--- config.mk ---
export PLATFORM = sky130hd
export DESIGN_NAME = iot_zone_monitor
export DESIGN_NICKNAME = d
export VERILOG_FILES = /design/src/rtl/iot_zone_monitor.sv
export SDC_FILE = /design/constraint.sdc
export NUM_CORES = 1
export LEC_CHECK = 0
export ABC_AREA = 1
export ABC_CLOCK_PERIOD_IN_PS = 2900
export BUFFER_PORTS_ARGS = -buffer_cell sky130_fd_sc_hd__buf_2
export CORE_ASPECT_RATIO = 2
export CORE_MARGIN = 2
export CORE_UTILIZATION = 35
export DETAILED_ROUTE_END_ITERATION = 6
export PLACE_DENSITY = 0.54
export SLEW_MARGIN = 20
export SYNTH_ARGS = -nofsm -noshare
export SYNTH_HDL_FRONTEND = slang
export SYNTH_SLANG_ARGS = --single-unit
export TNS_END_PERCENT = 30
--- constraint.sdc ---
create_clock -name clk -period 2.9 [get_ports clk]
set_input_delay 0.58 -clock clk [delete_from_list [all_inputs] [get_ports clk]]
set_output_delay 0.58 -clock clk [all_outputs]
set_load 0.01 [all_outputs]
--- src/rtl/iot_zone_monitor.sv ---
// -----------------------------------------------------------------------------
// iot_zone_monitor
// Tracks the number of active IoT devices in N_CH independent zones. Each zone
// keeps an up/down counter that wraps or saturates (SATURATE). The block also
// produces a registered site-wide total, the peak total since the last reset or
// clear, per-zone threshold alarms, and sticky per-zone overflow flags.
//
// Ports:
//   clk        rising-edge clock for all state
//   rst        asynchronous, active-high reset (highest priority)
//   clr        synchronous clear of counters, total, peak, alarms, flags
//   change     per-zone event strobe (bit i = zone i updates this cycle)
//   on_off     per-zone direction (1 = device joined, 0 = device left)
//   thresh     alarm threshold shared by all zones
//   count_out  zone counters, zone i at [i*WIDTH +: WIDTH]
//   total_out  sum of zone counters, one cycle behind count_out
//   peak_out   running max of total_out, one cycle behind total_out
//   alarm      bit i = zone i count >= thresh, one cycle behind count_out
//   ovf        sticky per-zone overflow/underflow flag
// -----------------------------------------------------------------------------
module iot_zone_monitor #(
    parameter int N_CH     = 4,
    parameter int WIDTH    = 8,
    parameter bit SATURATE = 1'b0,
    localparam int TOT_W   = WIDTH + $clog2(N_CH)
) (
    input  logic                    clk,
    input  logic                    rst,
    input  logic                    clr,
    input  logic [N_CH-1:0]         change,
    input  logic [N_CH-1:0]         on_off,
    input  logic [WIDTH-1:0]        thresh,
    output logic [N_CH*WIDTH-1:0]   count_out,
    output logic [TOT_W-1:0]        total_out,
    output logic [TOT_W-1:0]        peak_out,
    output logic [N_CH-1:0]         alarm,
    output logic [N_CH-1:0]         ovf
);

    localparam logic [WIDTH-1:0] CNT_MAX  = {WIDTH{1'b1}};
    localparam logic [WIDTH-1:0] CNT_ZERO = {WIDTH{1'b0}};
    localparam logic [WIDTH-1:0] CNT_ONE  = {{(WIDTH-1){1'b0}}, 1'b1};

    logic [WIDTH-1:0] count_r [N_CH];
    logic [WIDTH-1:0] count_nxt_s [N_CH];
    logic [N_CH-1:0]  ovf_hit_s;
    logic [N_CH-1:0]  ovf_r;
    logic [N_CH-1:0]  alarm_r;
    logic [N_CH-1:0]  alarm_nxt_s;
    logic [TOT_W-1:0] total_r;
    logic [TOT_W-1:0] total_sum_s;
    logic [TOT_W-1:0] peak_r;

    // Per-zone next count and overrun detection (wrap or clamp at the ends).
    always_comb begin
        for (int i = 0; i < N_CH; i++) begin
            count_nxt_s[i] = count_r[i];
            ovf_hit_s[i]   = 1'b0;
            if (change[i]) begin
                if (on_off[i]) begin
                    if (count_r[i] == CNT_MAX) begin
                        ovf_hit_s[i]   = 1'b1;
                        count_nxt_s[i] = SATURATE ? CNT_MAX : CNT_ZERO;
                    end else begin
                        count_nxt_s[i] = count_r[i] + CNT_ONE;
                    end
                end else begin
                    if (count_r[i] == CNT_ZERO) begin
                        ovf_hit_s[i]   = 1'b1;
                        count_nxt_s[i] = SATURATE ? CNT_ZERO : CNT_MAX;
                    end else begin
                        count_nxt_s[i] = count_r[i] - CNT_ONE;
                    end
                end
            end else begin
                count_nxt_s[i] = count_r[i];
            end
        end
    end

    // Sum of the current (registered) zone counts and their threshold compares.
    always_comb begin
        total_sum_s = {TOT_W{1'b0}};
        alarm_nxt_s = {N_CH{1'b0}};
        for (int i = 0; i < N_CH; i++) begin
            total_sum_s    = total_sum_s + TOT_W'(count_r[i]);
            alarm_nxt_s[i] = (count_r[i] >= thresh);
        end
    end

    // Zone counters and sticky overflow flags.
    always_ff @(posedge clk or posedge rst) begin
        if (rst) begin
            for (int i = 0; i < N_CH; i++) begin
                count_r[i] <= CNT_ZERO;
            end
            ovf_r <= {N_CH{1'b0}};
        end else if (clr) begin
            for (int i = 0; i < N_CH; i++) begin
                count_r[i] <= CNT_ZERO;
            end
            ovf_r <= {N_CH{1'b0}};
        end else begin
            for (int i = 0; i < N_CH; i++) begin
                count_r[i] <= count_nxt_s[i];
            end
            ovf_r <= ovf_r | ovf_hit_s;
        end
    end

    // Total, peak and alarm pipeline; peak compares against the previous total.
    always_ff @(posedge clk or posedge rst) begin
        if (rst) begin
            total_r <= {TOT_W{1'b0}};
            peak_r  <= {TOT_W{1'b0}};
            alarm_r <= {N_CH{1'b0}};
        end else if (clr) begin
            total_r <= {TOT_W{1'b0}};
            peak_r  <= {TOT_W{1'b0}};
            alarm_r <= {N_CH{1'b0}};
        end else begin
            total_r <= total_sum_s;
            peak_r  <= (total_r > peak_r) ? total_r : peak_r;
            alarm_r <= alarm_nxt_s;
        end
    end

    // Flatten the counter array onto the packed output bus.
    always_comb begin
        count_out = {(N_CH*WIDTH){1'b0}};
        for (int i = 0; i < N_CH; i++) begin
            count_out[i*WIDTH +: WIDTH] = count_r[i];
        end
    end

    assign total_out = total_r;
    assign peak_out  = peak_r;
    assign alarm     = alarm_r;
    assign ovf       = ovf_r;

endmodule

==> summary.txt <==
Global route
  • Vias in the first global route: 4,987
  • First-pass GRT wire length: 25.5 mm
  • Largest net degree at the start of global routing: 38
  • Initial antenna violation count: 0
  • Grt ovf: 0
  • GR Util All Layers: 20.1%

Placed design
  • Input/output buffers: 78
  • Placed instance area: 6150 sq um
  • Post-Place Cells: 1,041
  • Worst slack, placed: 0.186 ns
  • DP Wirelength: 12.3 mm
  • Placer Congestion: 0.863

Finish
  • Layout Cells excl Fill: 1,057
  • Fraction of layout cells with a size suffix above 1: 17.3%
  • Area Growth Syn to Fin: 20.9%
  • Util after Layout: 42.9%
  • Final nets: 949
  • Diode count: 0
  • Finished Cell Area: 6490 sq um

Logic synthesis
  • Ys Warns: 0
  • Syn_area_per_cell: 7.14 sq um
  • Mapped Nets: 846
  • Number of synthesized register bits: 60
  • Unique masters post-synth: 37
  • Most used DFF post-synth: dfrtp_1
  • Synth async-reset ratio: 100%
  • Sequential fraction of the synthesis area: 28.0%
  • Synthesized area: 5360 sq um
  • Synth Instances: 751
  • Yosys top cell by area: dfrtp_1
  • EDFF count, synth: 0
  • Largest cells by area after synthesis: dfrtp_1, ha_1, nand2_1, inv_1, nand3_1
  • Yosys top cell area share: 28.0%

Routing
  • Vias per cell: 4.98
  • Drc violations: 0
  • DR vias: 5,261
  • First drt pass iteration count: 7
  • Routed WL: 15.8 mm
  • First-iteration detailed-routing DRC count: 279
  • Antenna-violating nets left: 0
  • Drt wl/cell: 15.0 um

Critical path
  • CP startpoint kind: register
  • CP peak stage delay: 0.52 ns
  • Critical Path RT: 3.12 ns
  • R2R setup slack: 0.20 ns
  • Critical Path AT: 2.91 ns
  • Cells along the critical path: inv_1 > fa_1 > fa_1 > inv_1 > ha_1 > fa_1 > nand3_1 > nand2_1 > o21ai_0 > a21oi_1
  • Slowest CP cell: fa_1
  • Crit Path Category: register to register
  • CP endpoint kind: register
  • Critical Path Fanout Max: 4
  • Critical Path Most Common Cell: fa_1

Hold path
  • Hold WC Path Type: input port to asynchronous set/reset pin

STA
  • WHS: 0.303 ns
  • Count of final setup violators: 0
  • Slew Limit Fails: 0
  • Final setup slack of the worst path: 0.203 ns
  • Final hold violations: 0
  • Fin crit share: 93.0%
  • Tightest Pin Transition: 0.587 ns
  • Unrepaired setup endpoints after global routing: false
  • Fin Setup TNS: 0 ns
  • Worst slew margin relative to its limit: 60.8%
  • F_max: 371 MHz
  • Worst Skew: 0.00816 ns
  • Tmin final: 2.70 ns

Floorplanning
  • Core ar.: 15,100 sq um
  • Die ar.: 16,400 sq um
  • Rows: 64
  • Initial core utilization: 35.4%
  • Die H: 179 um
  • Ports: 79
  • Die width: 91.5 um

Clocking
  • CTS tree: built
  • H-Tree Level Count: 3
  • Root buf cell: clkbuf_16
  • Hold buffer count at cts: 0
  • TritonCTS Buffers: 9
  • CTS Sinks: 60
  • Clock tree buffer depth: 2
  • Clock transition at path regs: 0.05 ns
  • Clk_lat worst skew: 0.34 ns
  • Post-CTS sizing: 0
  • Postcts setup bufs: 0

Flow run
  • Max-cap violations: 0

Power and ir drop
  • Leakage Power: 3.64 nW
  • VDD IR max: 0.295 mV
  • Pwr Density: 693 nW/um^2
  • Pwr Total: 4.50 mW

Outcome
  • Status: completed
-- registers in the layout, indices dropped and copies added (netlist names) --
signal     flops
peak_out      10
total_out     10
alarm          4
count_out     32
ovf            4
-- routing by layer --
layer  global-route usage, %  up-vias  part of all wire (%)
li1                        -     2630                     -
met1                    25.7     2472                    43
met2                    34.1      137                    50
met3                    2.52       22                   4.3
met4                    7.89        0                   2.2
met5                       0        -                     0
-- worst max-delay path, delay by kind of cell (launching register included) --
| kind | cells | cell delay [ns] |
|---|---|---|
| AOI/OAI and AO/OA | 2 | 0.23 |
| adders and majority gates | 4 | 1.63 |
| buffers and inverters | 2 | 0.17 |
| DFF | 1 | 0.37 |
| and+or+nand+nor | 2 | 0.18 |
-- kinds of logic after synthesis --
group / synth area share [%]
xor gates and xnor gates: 2.12
and+or+nand+nor: 31.9
adders and majority gates: 20.0
AOI/OAI and AO/OA: 8.12
buffers and inverters: 9.91
DFF: 28.0
-- synth_stat cells (all sizes together), types with 2 or more instances --
library cell,count
a21oi,36
o211ai,3
ha,60
xnor2,3
o22ai,2
and2,2
buf,13
xor2,10
fa,16
nand2,196
nor2,68
o21a,4
nand4,23
clkbuf,3
o21ai,33
nand3,86
dfrtp,60
nor3,7
or2,3
inv,117
nand3b,2
-- cell usage in the layout, fill, tap and decap left out, types with 4 or more instances in the layout --
cell type    n
nand3_1     84
o21a_1       4
o21ai_1      7
nand4_1     23
fa_1        16
inv_2        7
buf_2       78
xor2_1      10
clkbuf_16    9
a21oi_1     35
inv_1      110
nor2_1      60
dfrtp_1     60
ha_1        60
nor3_1       5
nor2_2       6
o21ai_0     26
buf_4       29
nand2_1    194
-- worst paths after layout --
check,startpoint,endpoint,cells past startpoint
min in group clk,ovf[3]$_DFF_PP0_,ovf[3]$_DFF_PP0_,2
max in group asynchronous,rst,count_out[10]$_DFFE_PP0P_,3
worst max register to register,count_out[9]$_DFFE_PP0P_,total_out[5]$_DFF_PP0_,10
worst min-delay path,rst,count_out[30]$_DFFE_PP0P_,2
worst max-delay path,count_out[9]$_DFFE_PP0P_,total_out[5]$_DFF_PP0_,10
worst min register to register,ovf[3]$_DFF_PP0_,ovf[3]$_DFF_PP0_,2
-- power by group --
part	switching [mW]	leakage (nW)	internal, mW
clock	0.401	0.163	0.837
sequential	0.132	0.799	0.988
combinational	1.36	2.68	0.782
-- area by class of cell --
class                           count  area (sq um)
Clock buffer                       11           233
Clock inverter                      5           100
Fill cell                        1583          8650
Inverter                          118           443
Multi-Input combinational cell    557          3330
Sequential cell                    60          1500
Tap cell                          198           248
Timing Repair Buffer              108           628
Note: power is estimated with default switching activity, not from simulation.
